===== config.mk =====
export PLATFORM = sky130hd
export DESIGN_NAME = mmu_tlb_unit_flat
export DESIGN_NICKNAME = d
export VERILOG_FILES = /design/src/rtl/mmu_tlb_unit_pkg.sv /design/src/rtl/mmu_tlb_unit_if.sv /design/src/rtl/mmu_tlb_unit_arbiter_matching_bridge.sv /design/src/rtl/mmu_tlb_unit.sv /design/src/flat_wrapper.sv
export SDC_FILE = /design/constraint.sdc
export NUM_CORES = 2
export LEC_CHECK = 0
export CAP_MARGIN = 20
export CORE_MARGIN = 8
export CORE_UTILIZATION = 50
export CTS_CLUSTER_DIAMETER = 30
export CTS_CLUSTER_SIZE = 12
export DETAILED_ROUTE_END_ITERATION = 7
export PLACE_DENSITY = 0.67
export SYNTH_ARGS = -nofsm -noshare
export SYNTH_HDL_FRONTEND = slang
export SYNTH_SLANG_ARGS = --single-unit

===== constraint.sdc =====
create_clock -name iCLOCK -period 7.25 [get_ports iCLOCK]
set_clock_uncertainty 0.15 [all_clocks]
set_input_delay 1.0875 -clock iCLOCK [delete_from_list [all_inputs] [get_ports iCLOCK]]
set_output_delay 1.0875 -clock iCLOCK [all_outputs]
set_load 0.005 [all_outputs]

===== src/rtl/mmu_tlb_unit_pkg.sv =====
// Shared field widths and TLB entry layout for the MMU translation cache.
package mmu_tlb_unit_pkg;

  localparam int TAG_W   = 16;
  localparam int TID_W   = 14;
  localparam int FLAG_W  = 14;
  localparam int PHYS_W  = 18;
  localparam int INDEX_W = 2;
  localparam int WAYS    = 4;
  localparam int SETS    = 1 << INDEX_W;
  localparam int WAY_W   = 2;
  localparam int ADDR_W  = TAG_W + INDEX_W;

  typedef struct packed {
    logic              valid;
    logic [TAG_W-1:0]  tag;
    logic [TID_W-1:0]  tid;
    logic [FLAG_W-1:0] flags;
    logic [PHYS_W-1:0] phys;
    logic              use_bit;
  } tlb_entry_t;

endpackage


===== src/rtl/mmu_tlb_unit_if.sv =====
// Request/response bundle between the MMU request stage and the TLB unit.
interface mmu_tlb_unit_if;
  import mmu_tlb_unit_pkg::*;

  logic              iRD_REQ;
  logic [ADDR_W-1:0] iRD_ADDR;
  logic [TID_W-1:0]  iRD_TID;
  logic              oRD_VALID;
  logic              oRD_HIT;
  logic [FLAG_W-1:0] oRD_FLAGS;
  logic [PHYS_W-1:0] oRD_PHYS_ADDR;

  logic              iWR_REQ;
  logic [ADDR_W-1:0] iWR_ADDR;
  logic [TID_W-1:0]  iWR_TID;
  logic [FLAG_W-1:0] iWR_FLAGS;
  logic [PHYS_W-1:0] iWR_PHYS_ADDR;

  logic              iMB_WR_REQ;
  logic              iMB_WR_TYPE;
  logic              oMB_WR_FULL;
  logic              iMB_RD_REQ;
  logic              oMB_RD_VALID;
  logic              oMB_RD_TYPE;
  logic              oMB_RD_EMPTY;

  modport master (
    output iRD_REQ, iRD_ADDR, iRD_TID,
    input  oRD_VALID, oRD_HIT, oRD_FLAGS, oRD_PHYS_ADDR,
    output iWR_REQ, iWR_ADDR, iWR_TID, iWR_FLAGS, iWR_PHYS_ADDR,
    output iMB_WR_REQ, iMB_WR_TYPE, iMB_RD_REQ,
    input  oMB_WR_FULL, oMB_RD_VALID, oMB_RD_TYPE, oMB_RD_EMPTY
  );

  modport slave (
    input  iRD_REQ, iRD_ADDR, iRD_TID,
    output oRD_VALID, oRD_HIT, oRD_FLAGS, oRD_PHYS_ADDR,
    input  iWR_REQ, iWR_ADDR, iWR_TID, iWR_FLAGS, iWR_PHYS_ADDR,
    input  iMB_WR_REQ, iMB_WR_TYPE, iMB_RD_REQ,
    output oMB_WR_FULL, oMB_RD_VALID, oMB_RD_TYPE, oMB_RD_EMPTY
  );

endinterface


===== src/rtl/mmu_tlb_unit_arbiter_matching_bridge.sv =====
// Matching bridge: FIFO of 1-bit miss types, pairing each miss with its later refill.
module arbiter_matching_bridge #(
  parameter int unsigned MB_DEPTH   = 16,
  parameter int unsigned MB_DEPTH_N = 4
) (
  input  logic iCLOCK,
  input  logic inRESET,
  input  logic iFLASH,
  input  logic iWR_REQ,
  input  logic iWR_TYPE,
  output logic oWR_FULL,
  input  logic iRD_REQ,
  output logic oRD_VALID,
  output logic oRD_TYPE,
  output logic oRD_EMPTY
);

  logic [MB_DEPTH_N-1:0] wr_ptr_q, wr_ptr_d, rd_ptr_q, rd_ptr_d;
  logic [MB_DEPTH_N:0]   cnt_q, cnt_d;
  logic [MB_DEPTH-1:0]   mem_q, mem_d;
  logic                  push, pop;

  assign oWR_FULL  = (cnt_q == (MB_DEPTH_N+1)'(MB_DEPTH));
  assign oRD_EMPTY = (cnt_q == '0);
  assign oRD_VALID = iRD_REQ && !oRD_EMPTY;
  assign oRD_TYPE  = mem_q[rd_ptr_q];

  // A pop on empty stays ignored even when a push lands in the same cycle.
  assign push = iWR_REQ && !oWR_FULL;
  assign pop  = iRD_REQ && !oRD_EMPTY;

  // Next-state for pointers, count and storage; flush empties and drops any push.
  always_comb begin
    wr_ptr_d = wr_ptr_q;
    rd_ptr_d = rd_ptr_q;
    cnt_d    = cnt_q;
    mem_d    = mem_q;
    if (iFLASH) begin
      wr_ptr_d = '0;
      rd_ptr_d = '0;
      cnt_d    = '0;
    end else begin
      if (push) begin
        mem_d[wr_ptr_q] = iWR_TYPE;
        wr_ptr_d        = wr_ptr_q + MB_DEPTH_N'(1);
      end
      if (pop) begin
        rd_ptr_d = rd_ptr_q + MB_DEPTH_N'(1);
      end
      if (push && !pop) begin
        cnt_d = cnt_q + (MB_DEPTH_N+1)'(1);
      end else if (pop && !push) begin
        cnt_d = cnt_q - (MB_DEPTH_N+1)'(1);
      end
    end
  end

  // FIFO state register.
  always_ff @(posedge iCLOCK or negedge inRESET) begin
    if (!inRESET) begin
      wr_ptr_q <= '0;
      rd_ptr_q <= '0;
      cnt_q    <= '0;
      mem_q    <= '0;
    end else begin
      wr_ptr_q <= wr_ptr_d;
      rd_ptr_q <= rd_ptr_d;
      cnt_q    <= cnt_d;
      mem_q    <= mem_d;
    end
  end

endmodule


===== src/rtl/mmu_tlb_unit.sv =====
// 4-set x 4-way TLB with use-bit aging, plus the miss/refill matching bridge.
module mmu_tlb_unit
  import mmu_tlb_unit_pkg::*;
#(
  parameter int unsigned LRU_N      = 10,
  parameter int unsigned MB_DEPTH   = 16,
  parameter int unsigned MB_DEPTH_N = 4
) (
  input  logic          iCLOCK,
  input  logic          inRESET,
  input  logic          iFLASH,
  mmu_tlb_unit_if.slave bus
);

  tlb_entry_t tlb_q [SETS][WAYS];
  tlb_entry_t tlb_d [SETS][WAYS];

  logic [INDEX_W-1:0] rd_set, wr_set;
  logic [TAG_W-1:0]   rd_tag, wr_tag;
  logic [WAYS-1:0]    rd_hit_vec, wr_match_vec;
  logic               rd_hit;
  logic [WAY_W-1:0]   hit_way, wr_way;
  tlb_entry_t         hit_entry;
  logic               wr_found;

  logic [31:0]        lru_cnt_q, lru_cnt_d;
  logic               lru_wrap;

  logic               rd_valid_q, rd_hit_q;
  logic [FLAG_W-1:0]  rd_flags_q;
  logic [PHYS_W-1:0]  rd_phys_q;

  assign rd_set = bus.iRD_ADDR[INDEX_W-1:0];
  assign rd_tag = bus.iRD_ADDR[ADDR_W-1:INDEX_W];
  assign wr_set = bus.iWR_ADDR[INDEX_W-1:0];
  assign wr_tag = bus.iWR_ADDR[ADDR_W-1:INDEX_W];

  // Per-way tag+tid compare for the lookup and fill ports.
  always_comb begin
    for (int w = 0; w < WAYS; w++) begin
      rd_hit_vec[w]   = tlb_q[rd_set][w].valid && (tlb_q[rd_set][w].tag == rd_tag) &&
                        (tlb_q[rd_set][w].tid == bus.iRD_TID);
      wr_match_vec[w] = tlb_q[wr_set][w].valid && (tlb_q[wr_set][w].tag == wr_tag) &&
                        (tlb_q[wr_set][w].tid == bus.iWR_TID);
    end
  end

  // Select the (unique) hitting way; a lookup during flush always misses.
  always_comb begin
    hit_way   = '0;
    hit_entry = '0;
    for (int w = 0; w < WAYS; w++) begin
      if (rd_hit_vec[w]) begin
        hit_way   = WAY_W'(w);
        hit_entry = tlb_q[rd_set][w];
      end
    end
  end
  assign rd_hit = (|rd_hit_vec) && !iFLASH;

  // Fill victim: matching way, else first invalid, else first unused, else way 0.
  always_comb begin
    wr_way   = '0;
    wr_found = 1'b0;
    for (int w = 0; w < WAYS; w++) begin
      if (!wr_found && wr_match_vec[w]) begin
        wr_way   = WAY_W'(w);
        wr_found = 1'b1;
      end
    end
    for (int w = 0; w < WAYS; w++) begin
      if (!wr_found && !tlb_q[wr_set][w].valid) begin
        wr_way   = WAY_W'(w);
        wr_found = 1'b1;
      end
    end
    for (int w = 0; w < WAYS; w++) begin
      if (!wr_found && !tlb_q[wr_set][w].use_bit) begin
        wr_way   = WAY_W'(w);
        wr_found = 1'b1;
      end
    end
  end

  assign lru_wrap  = (lru_cnt_q == LRU_N - 1);
  assign lru_cnt_d = lru_wrap ? '0 : lru_cnt_q + 32'd1;

  // Array next-state: aging, then hit marking, then fill; flush overrides all.
  always_comb begin
    tlb_d = tlb_q;
    if (lru_wrap) begin
      for (int s = 0; s < SETS; s++) begin
        for (int w = 0; w < WAYS; w++) begin
          tlb_d[s][w].use_bit = 1'b0;
        end
      end
    end
    if (bus.iRD_REQ && rd_hit) begin
      tlb_d[rd_set][hit_way].use_bit = 1'b1;
    end
    if (bus.iWR_REQ) begin
      tlb_d[wr_set][wr_way] = '{valid: 1'b1, tag: wr_tag, tid: bus.iWR_TID,
                                flags: bus.iWR_FLAGS, phys: bus.iWR_PHYS_ADDR, use_bit: 1'b1};
    end
    if (iFLASH) begin
      for (int s = 0; s < SETS; s++) begin
        for (int w = 0; w < WAYS; w++) begin
          tlb_d[s][w].valid   = 1'b0;
          tlb_d[s][w].use_bit = 1'b0;
        end
      end
    end
  end

  // TLB array and aging counter registers.
  always_ff @(posedge iCLOCK or negedge inRESET) begin
    if (!inRESET) begin
      tlb_q     <= '{default: '0};
      lru_cnt_q <= '0;
    end else begin
      tlb_q     <= tlb_d;
      lru_cnt_q <= lru_cnt_d;
    end
  end

  // Registered lookup result; data fields only move on a hit.
  always_ff @(posedge iCLOCK or negedge inRESET) begin
    if (!inRESET) begin
      rd_valid_q <= 1'b0;
      rd_hit_q   <= 1'b0;
      rd_flags_q <= '0;
      rd_phys_q  <= '0;
    end else begin
      rd_valid_q <= bus.iRD_REQ;
      if (bus.iRD_REQ) begin
        rd_hit_q <= rd_hit;
        if (rd_hit) begin
          rd_flags_q <= hit_entry.flags;
          rd_phys_q  <= hit_entry.phys;
        end
      end
    end
  end

  assign bus.oRD_VALID     = rd_valid_q;
  assign bus.oRD_HIT       = rd_hit_q;
  assign bus.oRD_FLAGS     = rd_flags_q;
  assign bus.oRD_PHYS_ADDR = rd_phys_q;

  arbiter_matching_bridge #(
    .MB_DEPTH   (MB_DEPTH),
    .MB_DEPTH_N (MB_DEPTH_N)
  ) u_bridge (
    .iCLOCK    (iCLOCK),
    .inRESET   (inRESET),
    .iFLASH    (iFLASH),
    .iWR_REQ   (bus.iMB_WR_REQ),
    .iWR_TYPE  (bus.iMB_WR_TYPE),
    .oWR_FULL  (bus.oMB_WR_FULL),
    .iRD_REQ   (bus.iMB_RD_REQ),
    .oRD_VALID (bus.oMB_RD_VALID),
    .oRD_TYPE  (bus.oMB_RD_TYPE),
    .oRD_EMPTY (bus.oMB_RD_EMPTY)
  );

endmodule


===== src/flat_wrapper.sv =====
// flat-port wrapper written by rule: the top's interface ports become plain ports
module mmu_tlb_unit_flat import mmu_tlb_unit_pkg::*;
#(
  parameter int unsigned LRU_N      = 10,
  parameter int unsigned MB_DEPTH   = 16,
  parameter int unsigned MB_DEPTH_N = 4
)
  (iCLOCK, inRESET, iFLASH, bus_iRD_REQ, bus_iRD_ADDR, bus_iRD_TID, bus_oRD_VALID, bus_oRD_HIT, bus_oRD_FLAGS, bus_oRD_PHYS_ADDR, bus_iWR_REQ, bus_iWR_ADDR, bus_iWR_TID, bus_iWR_FLAGS, bus_iWR_PHYS_ADDR, bus_iMB_WR_REQ, bus_iMB_WR_TYPE, bus_iMB_RD_REQ, bus_oMB_WR_FULL, bus_oMB_RD_VALID, bus_oMB_RD_TYPE, bus_oMB_RD_EMPTY);
  mmu_tlb_unit_if bus_i ();
  input  logic iCLOCK;
  input  logic inRESET;
  input  logic iFLASH;
  input wire logic [$bits(bus_i.iRD_REQ)-1:0] bus_iRD_REQ;
  input wire logic [$bits(bus_i.iRD_ADDR)-1:0] bus_iRD_ADDR;
  input wire logic [$bits(bus_i.iRD_TID)-1:0] bus_iRD_TID;
  output wire logic [$bits(bus_i.oRD_VALID)-1:0] bus_oRD_VALID;
  output wire logic [$bits(bus_i.oRD_HIT)-1:0] bus_oRD_HIT;
  output wire logic [$bits(bus_i.oRD_FLAGS)-1:0] bus_oRD_FLAGS;
  output wire logic [$bits(bus_i.oRD_PHYS_ADDR)-1:0] bus_oRD_PHYS_ADDR;
  input wire logic [$bits(bus_i.iWR_REQ)-1:0] bus_iWR_REQ;
  input wire logic [$bits(bus_i.iWR_ADDR)-1:0] bus_iWR_ADDR;
  input wire logic [$bits(bus_i.iWR_TID)-1:0] bus_iWR_TID;
  input wire logic [$bits(bus_i.iWR_FLAGS)-1:0] bus_iWR_FLAGS;
  input wire logic [$bits(bus_i.iWR_PHYS_ADDR)-1:0] bus_iWR_PHYS_ADDR;
  input wire logic [$bits(bus_i.iMB_WR_REQ)-1:0] bus_iMB_WR_REQ;
  input wire logic [$bits(bus_i.iMB_WR_TYPE)-1:0] bus_iMB_WR_TYPE;
  input wire logic [$bits(bus_i.iMB_RD_REQ)-1:0] bus_iMB_RD_REQ;
  output wire logic [$bits(bus_i.oMB_WR_FULL)-1:0] bus_oMB_WR_FULL;
  output wire logic [$bits(bus_i.oMB_RD_VALID)-1:0] bus_oMB_RD_VALID;
  output wire logic [$bits(bus_i.oMB_RD_TYPE)-1:0] bus_oMB_RD_TYPE;
  output wire logic [$bits(bus_i.oMB_RD_EMPTY)-1:0] bus_oMB_RD_EMPTY;
  assign bus_i.iRD_REQ = bus_iRD_REQ;
  assign bus_i.iRD_ADDR = bus_iRD_ADDR;
  assign bus_i.iRD_TID = bus_iRD_TID;
  assign bus_oRD_VALID = bus_i.oRD_VALID;
  assign bus_oRD_HIT = bus_i.oRD_HIT;
  assign bus_oRD_FLAGS = bus_i.oRD_FLAGS;
  assign bus_oRD_PHYS_ADDR = bus_i.oRD_PHYS_ADDR;
  assign bus_i.iWR_REQ = bus_iWR_REQ;
  assign bus_i.iWR_ADDR = bus_iWR_ADDR;
  assign bus_i.iWR_TID = bus_iWR_TID;
  assign bus_i.iWR_FLAGS = bus_iWR_FLAGS;
  assign bus_i.iWR_PHYS_ADDR = bus_iWR_PHYS_ADDR;
  assign bus_i.iMB_WR_REQ = bus_iMB_WR_REQ;
  assign bus_i.iMB_WR_TYPE = bus_iMB_WR_TYPE;
  assign bus_i.iMB_RD_REQ = bus_iMB_RD_REQ;
  assign bus_oMB_WR_FULL = bus_i.oMB_WR_FULL;
  assign bus_oMB_RD_VALID = bus_i.oMB_RD_VALID;
  assign bus_oMB_RD_TYPE = bus_i.oMB_RD_TYPE;
  assign bus_oMB_RD_EMPTY = bus_i.oMB_RD_EMPTY;
  mmu_tlb_unit #(.LRU_N(LRU_N), .MB_DEPTH(MB_DEPTH), .MB_DEPTH_N(MB_DEPTH_N)) u_core (.iCLOCK(iCLOCK), .inRESET(inRESET), .iFLASH(iFLASH), .bus(bus_i));
endmodule

==> results.py <==
metrics = {
    "timing": {
        "drv_slew": 0,
        "fin_crit_sh": 0.743,
        "fmax_mhz": 186,
        "rsz0062_at_grt": "no",
        "maxSlewHeadroom": 0.315,
        "setup_tns_ns": 0,
        "report.final.hold_viol_count": 0,
        "setup_viol": 0,
        "period_needed_ns": 5.39,
        "worst_slew_pin_slew_ns": 1.02,
    },
    "synthesis": {
        "synth_cell_types": 74,
        "synth_area_leaders": "dfrtp_1, mux2_2, mux4_2",
        "synthSimpleGateAreaFrac": 0.0369,
        "synth_cells": 3903,
        "synth_top_family_by_area": "multiplexers",
        "synth_area_per_cell_sq_um": 14.5,
        "ys_seq_area_frac": 0.494,
        "synthArstFlopShare": 1.00,
        "synth-seq-cells": 1119,
        "syn-cell-area_sq_um": 56700,
        "ys.flop_type": "dfrtp_1",
        "synth_fp_nets": 4018,
        "yosys-top-cells-count": "dfrtp_1, mux2_2, mux4_2, xnor2_1, mux2i_1",
        "synth_most_common_cell": "dfrtp_1",
        "synth_edf_count": 0,
        "synth_top_cell_by_area": "dfrtp_1",
        "muxShareOfSynthArea": 0.365,
        "synth_fa_ha_area_frac": 0.00256,
        "yosys_warnings": 0,
        "synth-compound-area-share": 0.0232,
        "synth_top_area_frac": 0.494,
        "synthXorXnorAreaFrac": 0.0426,
    },
    "clock_tree": {
        "cts_tree": "done",
        "htreeDepth": 5,
        "hold_buffers": 0,
        "post_cts_buffers": 0,
        "cts_resized": 0,
        "clk_pin_slew_ns": 0.05,
        "cts_buffer_depth": 4,
        "clock_sinks": 1119,
        "cts_buffers": 276,
        "clock_latency_ns": 0.86,
        "cts_root_buffer": "clkbuf_16",
    },
    "run": {
        "drv_cap": 0,
    },
    "place": {
        "dp_hpwl_mm": 99.4,
        "io_buffers": 141,
        "gp_congestion": 1.02,
    },
    "setup_path": {
        "worstPathCellList": "buf_6 -> buf_4 -> mux4_2 -> xor2_1 -> nor4_1 -> o2111ai_1 -> o21ai_2 -> a211o_4 -> buf_4 -> mux2_2",
        "critPathKind": "input pin to register",
        "slowest_stage": "a211o_4",
        "rrSetupSlack_ns": 2.62,
        "cp_num_buf_inv": 3,
        "crit_fanout": 54,
        "slowest_delay_ns": 0.74,
        "cp-end-kind": "register",
        "critPathTopFamily": "compound AO/OA/AOI/OAI gates",
        "crit_top_cell": "buf_4",
        "critPathLaunchType": "input pin",
        "cp.arrival_ns": 5.95,
        "critPathRequiredTime_ns": 7.81,
    },
    "cells_and_area": {
        "drive_gt1_frac": 0.429,
        "area_delta_synth_final_pct": 21.8,
        "fillCellCount": 8382,
        "fin_nets": 4209,
    },
    "global_route": {
        "grt_pass1_wl_mm": 248,
        "overflow": 0,
        "grt_util_all_layers": 0.258,
        "grt_pass1_vias": 38400,
        "antenna_found_initial": 6,
        "grt_max_degree": 168,
    },
    "run_status": {
        "status": "finished, final reports clean",
    },
    "min_path": {
        "hold_class": "input pin to asynchronous set/reset pin",
    },
    "routing": {
        "dr.pass1.iters": 6,
        "drc": 0,
        "num_vias": 36000,
        "vias_per_cell": 6.22,
        "ant_nets": 0,
        "drtIter0Drc": 3061,
        "wl_per_cell_microns": 27.8,
        "routed_wl_mm": 161,
    },
    "floorplan": {
        "rows": 123,
        "die_area_sq_um": 124000,
        "dieHeight_microns": 353,
        "core_area_sq_um": 112000,
        "pin_count": 142,
        "start_util": 0.504,
        "die_w_microns": 353,
    },
    "power": {
        "p_total_mw": 22.6,
        "ir_drop_mv": 0.249,
        "power.density_nw_per_um2": 327,
        "leakage_nw": 31.1,
    },
}
## worst paths after layout
| check | start | to | depth (start not counted) |
|---|---|---|---|
| hold / removal | inRESET | u_core.lru_cnt_q[31] | 1 |
| max in group asynchronous | inRESET | u_core.tlb_q[2] | 3 |
| setup / recovery | bus_iWR_ADDR[0] | u_core.tlb_q[119] | 10 |
| hold reg to reg | u_core.lru_cnt_q[31] | u_core.lru_cnt_q[31] | 1 |
| setup reg to reg | u_core.tlb_q[238] | u_core.tlb_q[119] | 9 |
| min in group iCLOCK | u_core.lru_cnt_q[31] | u_core.lru_cnt_q[31] | 1 |
## sequential cells by signal, summed over array words and instances, names as in the netlist
name                      count
u_core.bus.oRD_PHYS_ADDR     18
u_core.bus.oRD_FLAGS         14
u_core.u_bridge.mem_q        16
u_core.u_bridge.cnt_q         5
u_core.lru_cnt_q             32
u_core.u_bridge.wr_ptr_q      4
u_core.u_bridge.rd_ptr_q      4
u_core.bus.oRD_HIT            1
u_core.tlb_q               1024
u_core.bus.oRD_VALID          1
## layer usage
metal,wire length (microns),GRT usage,vias up
met5,11,0,-
met4,7000,0.115,2
met3,10600,0.0485,376
met2,75500,0.404,1290
met1,67800,0.352,19300
li1,-,-,15000
## logic make-up after synthesis
group,after synthesis
AND/OR/NAND/NOR,394
XOR/XNOR,276
AO/OA/AOI/OAI,179
adder cells (fa/ha/maj),11
flip-flops,1119
buffers and inverters,407
multiplexers,1517
## worst reg2reg max path: cells and delay by family, from the launching register on
kind	cells	cell delay, ns
simple gates	2	0.66
xor+xnor	1	0.44
buf+inv	1	0.37
compound gates	3	1.65
flops	1	0.39
mux	2	0.84
## where the power goes
group | leakage [nW] | total, mW | internal (mW) | switching, mW
Clock | 4.66 | 12.6 | 8.97 | 3.62
Sequential | 14.8 | 7.46 | 6.99 | 0.468
Combinational | 11.6 | 2.57 | 1.36 | 1.20
Total | 31.1 | 22.6 | 17.3 | 5.29
## placed cells by master, fill, tap and decap left out, types with 86 or more instances in the layout
| cell | n |
|---|---|
| buf_4 | 91 |
| nand4_1 | 93 |
| mux2_2 | 906 |
| mux4_2 | 335 |
| mux2i_1 | 161 |
| nand2_1 | 86 |
| clkbuf_16 | 283 |
| dfrtp_1 | 1119 |
| mux2_1 | 113 |
| xnor2_1 | 192 |
| clkdlybuf4s50_1 | 136 |
## per-stage QoR
| stage | util | hold slack [ns] | area, sq um | worst slack (ns) | std cells |
|---|---|---|---|---|---|
| detailed placement | 0.530 | 0.316 | 59600 | 1.08 | 5316 |
| global route | 0.614 | 0.180 | 69100 | 1.79 | 5781 |
| CTS | 0.614 | 0.121 | 69100 | 1.99 | 5781 |
| finish | 0.614 | 0.130 | 69100 | 1.86 | 5782 |
| floorplan | - | 0.293 | 56700 | 2.75 | 3903 |
| global placement | 0.530 | 0.312 | 59600 | 1.11 | 5315 |
## final cells by class
| cell class | count | area [sq um] | share of cell area |
|---|---|---|---|
| sequential | 1119 | 28000 | 0.405 |
| multi-input combinational | 2377 | 26800 | 0.388 |
| clock buffer | 358 | 7850 | 0.114 |
| timing repair buffer | 261 | 2700 | 0.0391 |
| tap | 1500 | 1880 | 0.0272 |
| clock inverter | 107 | 1650 | 0.0239 |
| inverter | 59 | 221 | 0.00320 |
| antenna | 1 | 2.50 | 0.0000362 |
No activity file was read; power rests on OpenSTA's default activity.
